<file path="config.mk">
export PLATFORM = sky130hd
export DESIGN_NAME = alu_issue_ctrl
export DESIGN_NICKNAME = d
export VERILOG_FILES = /design/src/rtl/alu_pkg.sv /design/src/rtl/regfile_2r1w_pair.sv /design/src/rtl/alu_issue_ctrl.sv
export SDC_FILE = /design/constraint.sdc
export NUM_CORES = 1
export LEC_CHECK = 0
export CORE_ASPECT_RATIO = 0.75
export CORE_MARGIN = 10
export CORE_UTILIZATION = 40
export CTS_CLUSTER_DIAMETER = 50
export DETAILED_ROUTE_END_ITERATION = 6
export PLACE_DENSITY = 0.71
export SYNTH_ARGS = -nofsm -noshare
export SYNTH_HDL_FRONTEND = slang
export SYNTH_SLANG_ARGS = --single-unit
</file>
<file path="constraint.sdc">
create_clock -name clk -period 6 [get_ports clk]
set_clock_uncertainty 0.2 [all_clocks]
set_input_delay 1.2 -clock clk [delete_from_list [all_inputs] [get_ports clk]]
set_output_delay 1.2 -clock clk [all_outputs]
set_load 0.005 [all_outputs]
</file>
<file path="src/rtl/alu_pkg.sv">
// Shared opcode, state and width definitions for the ALU issue/writeback sequencer.
package alu_pkg;

   localparam int DATA_W = 16;

   localparam logic [2:0] OP_ADD   = 3'b000;
   localparam logic [2:0] OP_SUB   = 3'b001;
   localparam logic [2:0] OP_MUL   = 3'b010;
   localparam logic [2:0] OP_DIV   = 3'b011;
   localparam logic [2:0] OP_LOADI = 3'b100;

   typedef enum logic [1:0] {
      ST_IDLE  = 2'd0,
      ST_WAIT  = 2'd1,
      ST_DRAIN = 2'd2
   } issue_state_e;

   function automatic logic is_alu_op(input logic [2:0] op);
      case (op)
         OP_ADD, OP_SUB, OP_MUL, OP_DIV: return 1'b1;
         default:                        return 1'b0;
      endcase
   endfunction

   // MUL and DIV return a second word that lands in the next register.
   function automatic logic writes_pair(input logic [2:0] op);
      return (op == OP_MUL) || (op == OP_DIV);
   endfunction

endpackage

</file>
<file path="src/rtl/regfile_2r1w_pair.sv">
// Register file: two operand read ports, one debug read port, and a write port
// that can optionally write a second word to the next register (mod N).
module regfile_2r1w_pair #(
   parameter  int W  = 16,
   parameter  int N  = 4,
   localparam int AW = $clog2(N)
) (
   input  logic          clk,
   input  logic          reset,
   input  logic [AW-1:0] ra_addr,
   output logic [W-1:0]  ra_data,
   input  logic [AW-1:0] rb_addr,
   output logic [W-1:0]  rb_data,
   input  logic [AW-1:0] dbg_addr,
   output logic [W-1:0]  dbg_data,
   input  logic          we,
   input  logic          we_pair,
   input  logic [AW-1:0] wr_addr,
   input  logic [W-1:0]  wr_data_low,
   input  logic [W-1:0]  wr_data_high
);

   logic [N-1:0][W-1:0] mem_r;
   logic [AW-1:0]       pair_addr_s;

   // Index arithmetic wraps naturally because N is a power of two.
   assign pair_addr_s = wr_addr + AW'(1);

   assign ra_data  = mem_r[ra_addr];
   assign rb_data  = mem_r[rb_addr];
   assign dbg_data = mem_r[dbg_addr];

   // Register storage with low-word and optional high-word write.
   always_ff @(posedge clk or negedge reset) begin
      if (!reset) begin
         mem_r <= '0;
      end else if (we) begin
         mem_r[wr_addr] <= wr_data_low;
         if (we_pair) begin
            mem_r[pair_addr_s] <= wr_data_high;
         end
      end
   end

endmodule

</file>
<file path="src/rtl/alu_issue_ctrl.sv">
// Issue/writeback sequencer in front of the ALU: accepts decoded instructions,
// starts the ALU, absorbs its latency and writes results back to the register file.
module alu_issue_ctrl
   import alu_pkg::*;
#(
   parameter  int NREG    = 4,
   parameter  int TIMEOUT = 64,
   localparam int AW      = $clog2(NREG),
   localparam int CW      = $clog2(TIMEOUT)
) (
   input  logic              clk,
   input  logic              reset,
   input  logic              instr_valid,
   output logic              instr_ready,
   input  logic [2:0]        instr_op,
   input  logic [AW-1:0]     instr_rd,
   input  logic [AW-1:0]     instr_rs1,
   input  logic [AW-1:0]     instr_rs2,
   input  logic [DATA_W-1:0] instr_imm,
   output logic [DATA_W-1:0] alu_a,
   output logic [DATA_W-1:0] alu_b,
   output logic [2:0]        alu_opcode,
   output logic              alu_start,
   input  logic [DATA_W-1:0] alu_result_low,
   input  logic [DATA_W-1:0] alu_result_high,
   input  logic              alu_done,
   output logic              wb_valid,
   output logic              err,
   output logic [15:0]       retired,
   input  logic [AW-1:0]     dbg_addr,
   output logic [DATA_W-1:0] dbg_data
);

   issue_state_e      state_r;
   logic [AW-1:0]     rd_r;
   logic [CW-1:0]     cnt_r;
   logic              accept_s;
   logic [DATA_W-1:0] rs1_data_s;
   logic [DATA_W-1:0] rs2_data_s;
   logic              we_s;
   logic              we_pair_s;
   logic [AW-1:0]     wr_addr_s;
   logic [DATA_W-1:0] wr_low_s;

   assign instr_ready = (state_r == ST_IDLE);
   assign accept_s    = instr_valid & instr_ready;

   regfile_2r1w_pair #(.W(DATA_W), .N(NREG)) u_rf (
      .clk          (clk),
      .reset        (reset),
      .ra_addr      (instr_rs1),
      .ra_data      (rs1_data_s),
      .rb_addr      (instr_rs2),
      .rb_data      (rs2_data_s),
      .dbg_addr     (dbg_addr),
      .dbg_data     (dbg_data),
      .we           (we_s),
      .we_pair      (we_pair_s),
      .wr_addr      (wr_addr_s),
      .wr_data_low  (wr_low_s),
      .wr_data_high (alu_result_high)
   );

   // Write-port steering: LOADI writes at accept, ALU ops write when done arrives in WAIT.
   always_comb begin
      we_s      = 1'b0;
      we_pair_s = 1'b0;
      wr_addr_s = rd_r;
      wr_low_s  = alu_result_low;
      case (state_r)
         ST_IDLE: begin
            if (accept_s && (instr_op == OP_LOADI)) begin
               we_s      = 1'b1;
               wr_addr_s = instr_rd;
               wr_low_s  = instr_imm;
            end else begin
               we_s = 1'b0;
            end
         end
         ST_WAIT: begin
            if (alu_done) begin
               we_s      = 1'b1;
               we_pair_s = writes_pair(alu_opcode);
            end else begin
               we_s = 1'b0;
            end
         end
         default: begin
            we_s = 1'b0;
         end
      endcase
   end

   // Sequencer; DRAIN waits for done to fall so a held done is never taken twice.
   always_ff @(posedge clk or negedge reset) begin
      if (!reset) begin
         state_r    <= ST_IDLE;
         alu_a      <= '0;
         alu_b      <= '0;
         alu_opcode <= OP_ADD;
         alu_start  <= 1'b0;
         wb_valid   <= 1'b0;
         err        <= 1'b0;
         retired    <= 16'd0;
         rd_r       <= '0;
         cnt_r      <= '0;
      end else begin
         alu_start <= 1'b0;
         wb_valid  <= 1'b0;
         err       <= 1'b0;
         case (state_r)
            ST_IDLE: begin
               if (accept_s) begin
                  if (is_alu_op(instr_op)) begin
                     alu_a      <= rs1_data_s;
                     alu_b      <= rs2_data_s;
                     alu_opcode <= instr_op;
                     rd_r       <= instr_rd;
                     alu_start  <= 1'b1;
                     cnt_r      <= '0;
                     state_r    <= ST_WAIT;
                  end else if (instr_op == OP_LOADI) begin
                     retired <= retired + 16'd1;
                  end else begin
                     err <= 1'b1;
                  end
               end
            end
            ST_WAIT: begin
               if (alu_done) begin
                  wb_valid <= 1'b1;
                  retired  <= retired + 16'd1;
                  state_r  <= ST_DRAIN;
               end else if (cnt_r == CW'(TIMEOUT - 1)) begin
                  err     <= 1'b1;
                  state_r <= ST_DRAIN;
               end else begin
                  cnt_r <= cnt_r + CW'(1);
               end
            end
            ST_DRAIN: begin
               if (!alu_done) begin
                  state_r <= ST_IDLE;
               end
            end
            default: begin
               state_r <= ST_IDLE;
            end
         endcase
      end
   end

endmodule

</file>
==> impl_metrics.env, run 1 <==
export IMPL_port_buffers=133
export IMPL_start_kind="input pin"
export IMPL_crit_type="in2out"
export IMPL_avgSynthCellArea_um2=11.6
export IMPL_placed_cells=934
export IMPL_clock_path_buffers=2
export IMPL_final_setup_viol_count=0
export IMPL_status="completed"
export IMPL_grt_util_all_layers=0.202
export IMPL_cts_tree="built"
export IMPL_min_period_ps=4510
export IMPL_grt_pass1_vias=6229
export IMPL_ys_types=56
export IMPL_synth_seq_cells=128
export IMPL_drt_vias_per_instance=6.32
export IMPL_relSlewSlack=0.129
export IMPL_post_dp_hpwl_mm=16.7
export IMPL_crit_arrival_ps=3110
export IMPL_final_cell_mix="clkdlybuf4s50_1, dfrtp_1, nand2_1, a221o_1, a21oi_1"
export IMPL_wire_per_inst_um=24.6
export IMPL_drtPass1Iterations=6
export IMPL_drt_iter0_drc=904
export IMPL_layout_drive_gt1_share=0.160
export IMPL_synth_seq_area_share=0.455
export IMPL_areaGrowthSynthToFinish_pct=28.7
export IMPL_wirelength_mm=23.7
export IMPL_hp_class="reg2reg"
export IMPL_postCtsResizedCells=0
export IMPL_vias=6108
export IMPL_hold_viol_final=0
export IMPL_utilization=0.532
export IMPL_r2r_slack_ps=2800
export IMPL_antenna_found_initial=0
export IMPL_core_area_um2=17000
export IMPL_timing_critical_path_from="dbg_addr[1]"
export IMPL_synth_async_reset_ratio=1.00
export IMPL_grt_ovfl_total=0
export IMPL_n_antenna_cell=0
export IMPL_synth_fp_nets=673
export IMPL_holdWs_ps=273
export IMPL_ios=134
export IMPL_cts_setup_buffers=0
export IMPL_finalCritPeriodShare=0.751
export IMPL_rsz0062_at_grt="no"
export IMPL_clk_pin_slew_ps=60
export IMPL_critPathCaptureType="output port"
export IMPL_cts_buffers=17
export IMPL_maxCapViolCount=0
export IMPL_cts_sinks=128
export IMPL_netlist_area_um2=7050
export IMPL_grt_pass1_wl_mm=37.2
export IMPL_r2r_end="u_rf.mem_r[5]$_DFFE_PN0P_"
export IMPL_synthFlopType="dfrtp_1"
export IMPL_tightest_slew_ps=1300
export IMPL_antenna_left=0
export IMPL_r2r_cells=4
export IMPL_drc=0
export IMPL_path_max_fanout=16
export IMPL_crit_path_end="dbg_data[5]"
export IMPL_finalNetCount=782
export IMPL_fmax_ghz=0.222
export IMPL_die_h_um=135
export IMPL_start_util=0.414
export IMPL_synth_edff_count=0
export IMPL_syn_inst=608
export IMPL_drv_slew=0
export IMPL_r2r_start="state_r[0]$_DFFE_PN0P_"
export IMPL_power_density_nw_per_um2=454
export IMPL_worstPathRequired_ps=4600
export IMPL_leakagePower_nw=3.66
export IMPL_tns_ps=0
export IMPL_chipWidth_um=173
export IMPL_ir_drop_uv=220
export IMPL_grt_max_degree=84
export IMPL_cts_htree_levels=4
export IMPL_die_area_um2=23400
export IMPL_holdBufCountCts=0
export IMPL_gp_congestion=0.970
export IMPL_yosysWarnings=0
export IMPL_cts_root_buf="clkbuf_16"
export IMPL_instances_no_fill=966
export IMPL_insertion_delay_ps=420
export IMPL_final_common_cell="clkdlybuf4s50_1"
export IMPL_rows=41
critical path, cell delays in order:
cell and delay (ps):
clkdlybuf4s50_1 1000, mux4_2 420, clkdlybuf4s50_1 480
through the flow:
step,cell area (µm²),total power [mW],worst slack (ps)
2_1_floorplan,7050,2.28,2150
4_1_cts,9070,4.10,1500
3_5_place_dp,8480,3.07,1510
5_1_grt,9070,4.32,1440
3_3_place_gp,8480,3.02,1600
6_report,9070,4.12,1490
layout make-up:
| cell class | instances | area, µm² |
|---|---|---|
| fillers | 1461 | 7970 |
| inverters | 7 | 26.3 |
| clock buffers | 18 | 429 |
| multi-input cells | 423 | 3570 |
| repair buffers | 140 | 1380 |
| well taps | 236 | 295 |
| clock inverters | 14 | 158 |
| flip-flops and latches | 128 | 3200 |
sequential cells by signal (all words and copies together), names as in the netlist:
| register | cells |
|---|---|
| alu_a | 16 |
| rd_r | 2 |
| retired | 16 |
| alu_start | 1 |
| alu_b | 16 |
| wb_valid | 1 |
| alu_opcode | 3 |
| u_rf.mem_r | 64 |
| cnt_r | 6 |
| err | 1 |
| state_r | 2 |
worst min path at each step:
stage	slack [ps]	end	startpoint	cells past startpoint
finish	270	alu_a[12]$_DFFE_PN0P_	alu_a[12]$_DFFE_PN0P_	2
global route	290	alu_a[12]$_DFFE_PN0P_	alu_a[12]$_DFFE_PN0P_	2
CTS	280	alu_a[12]$_DFFE_PN0P_	alu_a[12]$_DFFE_PN0P_	2
detailed placement	260	alu_a[12]$_DFFE_PN0P_	alu_a[12]$_DFFE_PN0P_	2
global placement	260	alu_a[3]$_DFFE_PN0P_	alu_a[3]$_DFFE_PN0P_	2
floorplan	270	retired[15]$_DFFE_PN0P_	retired[15]$_DFFE_PN0P_	1
report_power, final:
part	total [mW]	internal [mW]	switching [mW]
sequential	1.69	1.22	0.474
clock	1.03	0.617	0.413
combinational	1.40	0.867	0.532
synthesized netlist by cell type (2+ instances only):
| master | n | share of area |
|---|---|---|
| nand3b_1 | 2 | 0.0021 |
| mux4_2 | 48 | 0.15 |
| nand4_4 | 2 | 0.0060 |
| a32oi_1 | 16 | 0.020 |
| buf_1 | 3 | 0.0016 |
| ha_1 | 2 | 0.0036 |
| or4_1 | 2 | 0.0021 |
| and3_1 | 3 | 0.0027 |
| nor2_1 | 10 | 0.0053 |
| o211ai_1 | 2 | 0.0021 |
| o211ai_2 | 3 | 0.0053 |
| and2_1 | 4 | 0.0036 |
| nand4_1 | 9 | 0.0080 |
| a21oi_2 | 11 | 0.014 |
| clkbuf_1 | 25 | 0.013 |
| a221o_1 | 64 | 0.091 |
| buf_6 | 6 | 0.0096 |
| nand3_1 | 17 | 0.012 |
| dfrtp_1 | 128 | 0.45 |
| nor4_4 | 2 | 0.0060 |
| a21oi_1 | 56 | 0.040 |
| buf_2 | 14 | 0.0099 |
| inv_2 | 2 | 0.0011 |
| o21ai_0 | 7 | 0.0050 |
| nand2_1 | 115 | 0.061 |
| xor2_1 | 2 | 0.0025 |
| xnor2_1 | 14 | 0.017 |
| o31ai_4 | 2 | 0.0060 |
| nor3_1 | 5 | 0.0036 |
| nand2b_1 | 2 | 0.0018 |
| inv_1 | 4 | 0.0021 |
| and4_1 | 2 | 0.0025 |
cells by family (layout without fill, tap and decap cells):
group	count (synthesis)	count (layout)	synth area share
AND/OR/NAND/NOR	186	186	0.131
AO/OA/AOI/OAI	171	171	0.197
XOR/XNOR	16	16	0.0199
buffers and inverters	57	179	0.0403
adder cells (fa/ha/maj)	2	2	0.00355
multiplexers	48	48	0.153
flip-flops	128	128	0.455
per-layer routing:
| layer | up-vias | track usage | part of all wire |
|---|---|---|---|
| li1 | 2597 | - | - |
| met1 | 3045 | 0.271 | 0.42 |
| met2 | 430 | 0.298 | 0.44 |
| met3 | 36 | 0.0833 | 0.13 |
| met4 | 0 | 0.0506 | 0.011 |
| met5 | - | 0 | 0 |
(Power assumes the default switching activity.)
==> run 2: changes to the inputs <==
==> constraint.sdc (replaced) <==
create_clock -name clk -period 4.35 [get_ports clk]
set_clock_uncertainty 0.2 [all_clocks]
set_input_delay 0.87 -clock clk [delete_from_list [all_inputs] [get_ports clk]]
set_output_delay 0.87 -clock clk [all_outputs]
set_load 0.005 [all_outputs]
==> impl_metrics.env, run 2 (same netlist as run 1, synthesis figures left out) <==
export IMPL_die_area_um2=23400
export IMPL_tightest_slew_ps=935
export IMPL_busiest_layer="met2"
export IMPL_nFillCells=1423
export IMPL_holdBufCountCts=0
export IMPL_tns_ps=0
export IMPL_insertion_delay_ps=430
export IMPL_gp_congestion=0.970
export IMPL_path_max_fanout=16
export IMPL_p_sw_frac=0.337
export IMPL_cts_buffers=17
export IMPL_n_antenna_cell=0
export IMPL_critPathCaptureType="output port"
export IMPL_die_h_um=135
export IMPL_areaGrowthSynthToFinish_pct=30.7
export IMPL_drt_iter0_drc=738
export IMPL_rows=41
export IMPL_cts_tree="built"
export IMPL_power_switching_mw=1.95
export IMPL_largest_register_ffs=64
export IMPL_layout_drive_gt1_share=0.175
export IMPL_utilization=0.541
export IMPL_fmax_ghz=0.265
export IMPL_slowest_stage="mux4_2"
export IMPL_globalRouteMet1Util=0.261
export IMPL_grt_pass1_vias=6286
export IMPL_cpPeakStageDelay_ps=570
export IMPL_power_frac_clock=0.264
export IMPL_cts_root_buf="clkbuf_16"
export IMPL_cts_htree_levels=4
export IMPL_drtPass1Iterations=5
export IMPL_ir_drop_uv=283
export IMPL_internal_power_mw=3.83
export IMPL_relSlewSlack=0.375
export IMPL_final_setup_viol_count=0
export IMPL_grt_util_met3=0.0875
export IMPL_maxCapViolCount=0
export IMPL_total_power_mw=5.78
export IMPL_pre_cts_slack_ps=574
export IMPL_gr_usage_met2=0.290
export IMPL_seq_power_share=0.401
export IMPL_crit_type="in2out"
export IMPL_cts_sinks=128
export IMPL_drv_slew=0
export IMPL_wire_per_inst_um=23.8
export IMPL_drt_vias_per_instance=6.27
export IMPL_comb_power_share=0.335
export IMPL_placed_cells=946
export IMPL_antenna_found_initial=1
export IMPL_hp_class="reg2reg"
export IMPL_start_util=0.414
export IMPL_grt_pass1_wl_mm=36.8
export IMPL_vias=6131
export IMPL_drc=0
export IMPL_path_cells="clkdlybuf4s50_1 > buf_4 > mux4_2 > clkdlybuf4s50_1"
export IMPL_power_density_nw_per_um2=627
export IMPL_post_dp_hpwl_mm=16.6
export IMPL_min_period_ps=3770
export IMPL_finalCritPeriodShare=0.866
export IMPL_core_area_um2=17000
export IMPL_leakagePower_nw=3.74
export IMPL_chipWidth_um=173
export IMPL_wirelength_mm=23.3
export IMPL_hold_viol_final=0
export IMPL_postCtsResizedCells=0
export IMPL_cp_common_cell="clkdlybuf4s50_1"
export IMPL_critical_path_top_delay_family="buffers and inverters"
export IMPL_cts_setup_buffers=0
export IMPL_top_register="u_rf.mem_r"
export IMPL_grt_util_all_layers=0.199
export IMPL_ios=134
export IMPL_final_common_cell="clkdlybuf4s50_1"
export IMPL_rsz0062_at_grt="no"
export IMPL_start_kind="input pin"
export IMPL_final_cell_mix="clkdlybuf4s50_1, dfrtp_1, nand2_1, a221o_1, a21oi_1"
export IMPL_crit_arrival_ps=2700
export IMPL_layout_setup_ws_ps=583
export IMPL_antenna_left=0
export IMPL_instances_no_fill=978
export IMPL_worstPathRequired_ps=3280
export IMPL_grt_ovfl_total=0
export IMPL_grt_max_degree=67
export IMPL_port_buffers=133
export IMPL_status="completed"
export IMPL_finalNetCount=794
export IMPL_cp_num_buf_inv=3
export IMPL_clk_pin_slew_ps=60
export IMPL_clock_path_buffers=2
[run 2: final cells by class]
class / instances / area (µm²) / share of cell area
Tap cell: 236 / 295 / 0.0321
Inverter: 7 / 26.3 / 0.00285
Timing Repair Buffer: 152 / 1480 / 0.161
Clock buffer: 19 / 453 / 0.0492
Multi-Input combinational cell: 423 / 3570 / 0.388
Sequential cell: 128 / 3200 / 0.348
Clock inverter: 13 / 174 / 0.0189
[run 2: power groups by stage]
stage	Clock, mW	Combinational, mW	Sequential [mW]
finish	1.52	1.94	2.32
global route	1.60	2.10	2.36
CTS	1.54	1.95	2.27
detailed placement	0	1.94	2.28
global placement	0	1.89	2.26
floorplan	0	1.12	2.03
[run 2: through the flow]
stage / hold slack (ps) / instance area, µm²
6_report: 270 / 9210
5_1_grt: 301 / 9210
4_1_cts: 278 / 9210
3_5_place_dp: 262 / 8580
3_3_place_gp: 258 / 8580
2_1_floorplan: 268 / 7050
[run 2: final timing paths]
check,slack [ps],endpoint,startpoint,cells past startpoint
max,580,dbg_data[10],dbg_addr[0],4
min,270,alu_a[13]$_DFFE_PN0P_,alu_a[13]$_DFFE_PN0P_,2
max reg2reg,1600,u_rf.mem_r[41]$_DFFE_PN0P_,state_r[1]$_DFFE_PN0P_,4
min reg2reg,270,alu_a[13]$_DFFE_PN0P_,alu_a[13]$_DFFE_PN0P_,2
max in group asynchronous,2720,u_rf.mem_r[47]$_DFFE_PN0P_,reset,2
min in group asynchronous,360,alu_b[10]$_DFFE_PN0P_,reset,1
[run 2: metal layers]
layer  up-vias  routed length [µm]
met5         -                   9
li1       2620                   -
met3        41                3240
met1      3021                9580
met4         2                 289
met2       447               10100
[run 2: worst min-delay path: stages (launching register included)]
cell and delay, ps:
dfrtp_1 340, nand2_1 50, nand2_1 50
==> run 3: changes to the inputs <==
--- a/config.mk
+++ b/config.mk
@@ -5,12 +5,14 @@
 export SDC_FILE = /design/constraint.sdc
 export NUM_CORES = 1
 export LEC_CHECK = 0
+export CAP_MARGIN = 30
 export CORE_ASPECT_RATIO = 0.75
 export CORE_MARGIN = 10
 export CORE_UTILIZATION = 40
 export CTS_CLUSTER_DIAMETER = 50
 export DETAILED_ROUTE_END_ITERATION = 6
-export PLACE_DENSITY = 0.71
+export DONT_BUFFER_PORTS = 1
+export PLACE_DENSITY = 0.61
 export SYNTH_ARGS = -nofsm -noshare
 export SYNTH_HDL_FRONTEND = slang
 export SYNTH_SLANG_ARGS = --single-unit
==> impl_metrics.env, run 3 (same netlist as run 1, synthesis figures left out) <==
export IMPL_final_cell_mix="dfrtp_1, nand2_1, a221o_1, a21oi_1, mux4_2"
export IMPL_hp_class="in2async"
export IMPL_highest_layer="met4"
export IMPL_crit_type="reg2reg"
export IMPL_drc=0
export IMPL_postCtsResizedCells=0
export IMPL_drt_iter0_drc=532
export IMPL_port_buffers=0
export IMPL_fmax_ghz=0.332
export IMPL_drt_vias_per_instance=6.65
export IMPL_layout_drive_gt1_share=0.199
export IMPL_cts_tree="built"
export IMPL_wirelength_mm=22.5
export IMPL_cp_num_buf_inv=0
export IMPL_gp_congestion=0.835
export IMPL_cpPeakStageDelay_ps=890
export IMPL_utilization=0.458
export IMPL_cts_buffers=17
export IMPL_critical_path_top_delay_family="compound AO/OA/AOI/OAI gates"
export IMPL_path_cells="nand4bb_1 > o211ai_2 > a31o_2 > a221o_1"
export IMPL_core_area_um2=17000
export IMPL_met2_length_mm=9.85
export IMPL_placed_cells=802
export IMPL_clk_pin_slew_ps=60
export IMPL_final_common_cell="dfrtp_1"
export IMPL_leakagePower_nw=3.19
export IMPL_chipWidth_um=173
export IMPL_drv_slew=0
export IMPL_die_area_um2=23400
export IMPL_maxCapViolCount=0
export IMPL_areaGrowthSynthToFinish_pct=10.8
export IMPL_critPathCaptureType="register"
export IMPL_grt_ovfl_total=0
export IMPL_rsz0062_at_grt="no"
export IMPL_min_period_ps=3010
export IMPL_cts_root_buf="clkbuf_16"
export IMPL_status="completed"
export IMPL_n_antenna_cell=0
export IMPL_cts_htree_levels=4
export IMPL_crit_arrival_ps=3160
export IMPL_route_met3_wl_mm=3.29
export IMPL_relSlewSlack=0.354
export IMPL_post_dp_hpwl_mm=15.6
export IMPL_final_setup_viol_count=0
export IMPL_insertion_delay_ps=420
export IMPL_clock_path_buffers=2
export IMPL_holdWs_ps=176
export IMPL_antenna_found_initial=0
export IMPL_worstPathRequired_ps=4500
export IMPL_grt_pass1_vias=5419
export IMPL_drtPass1Iterations=5
export IMPL_finalCritPeriodShare=0.693
export IMPL_instances_no_fill=835
export IMPL_ir_drop_uv=271
export IMPL_wire_per_inst_um=27.0
export IMPL_antenna_left=0
export IMPL_cts_setup_buffers=0
export IMPL_place_area_um2=7160
export IMPL_final_area_um2=7810
export IMPL_grt_util_all_layers=0.192
export IMPL_met1Wirelength_mm=8.89
export IMPL_finalNetCount=651
export IMPL_tightest_slew_ps=968
export IMPL_cts_sinks=128
export IMPL_grt_pass1_wl_mm=34.7
export IMPL_start_util=0.414
export IMPL_rows=41
export IMPL_slowest_stage="o211ai_2"
export IMPL_die_h_um=135
export IMPL_vias=5550
export IMPL_path_max_fanout=17
export IMPL_largest_register_ffs=64
export IMPL_grt_max_degree=129
export IMPL_tns_ps=0
export IMPL_start_kind="register"
export IMPL_power_density_nw_per_um2=654
export IMPL_ios=134
export IMPL_top_register="u_rf.mem_r"
export IMPL_hold_viol_final=0
[run 3: changes by cell type in the layout (fill, tap and decap cells not counted), sizes merged]
cell           before  now
buf                20    9
clkbuf             19   17
clkdlybuf4s50     132    0
clkinv              1    3
[run 3: worst paths after layout]
check,startpoint,to,slack [ps],cells after the start
setup / recovery,state_r[0]$_DFFE_PN0P_,u_rf.mem_r[59]$_DFFE_PN0P_,1340,4
hold / removal,reset,retired[8]$_DFFE_PN0P_,180,1
setup reg to reg,state_r[0]$_DFFE_PN0P_,u_rf.mem_r[59]$_DFFE_PN0P_,1340,4
hold reg to reg,alu_b[3]$_DFFE_PN0P_,alu_b[3]$_DFFE_PN0P_,310,2
max in group asynchronous,reset,u_rf.mem_r[20]$_DFFE_PN0P_,3230,1
min in group clk,alu_b[3]$_DFFE_PN0P_,alu_b[3]$_DFFE_PN0P_,310,2
[run 3: area by class of cell]
type / instances / area (µm²)
Sequential cell: 128 / 3200
Clock buffer: 17 / 425
Clock inverter: 15 / 196
Multi-Input combinational cell: 423 / 3570
Timing Repair Buffer: 9 / 87.6
Fill cell: 1562 / 9220
Tap cell: 236 / 295
Inverter: 7 / 26.3
[run 3: stage by stage]
step	setup WS, ps	power [mW]
after CTS	1430	5.12
after detailed placement	1170	3.58
after floorplan	1160	3.15
after global placement	1220	3.50
final	1340	5.11
after global routing	1280	5.37
[run 3: layer usage]
layer | track usage | vias up
met5 | 0 | -
li1 | - | 2337
met3 | 0.0916 | 40
met4 | 0.0678 | 0
met1 | 0.242 | 2819
met2 | 0.282 | 354
[run 3: worst reg2reg max path: stages, from the launching register on]
cell and delay [ps]:
dfrtp_1 480, nand4bb_1 480, o211ai_2 890, a31o_2 630, a221o_1 260
[run 3: timing repair]
item | in CTS | in global routing
setup endpoints to repair | 0 | 0
endpoints found under the hold margin | 128 | 0
hold buffers | 1 | 0
[run 3: power breakdown]
group	switching [mW]	internal (mW)
Sequential	0.580	1.68
Clock	0.585	0.919
Combinational	0.605	0.741
Total	1.77	3.34
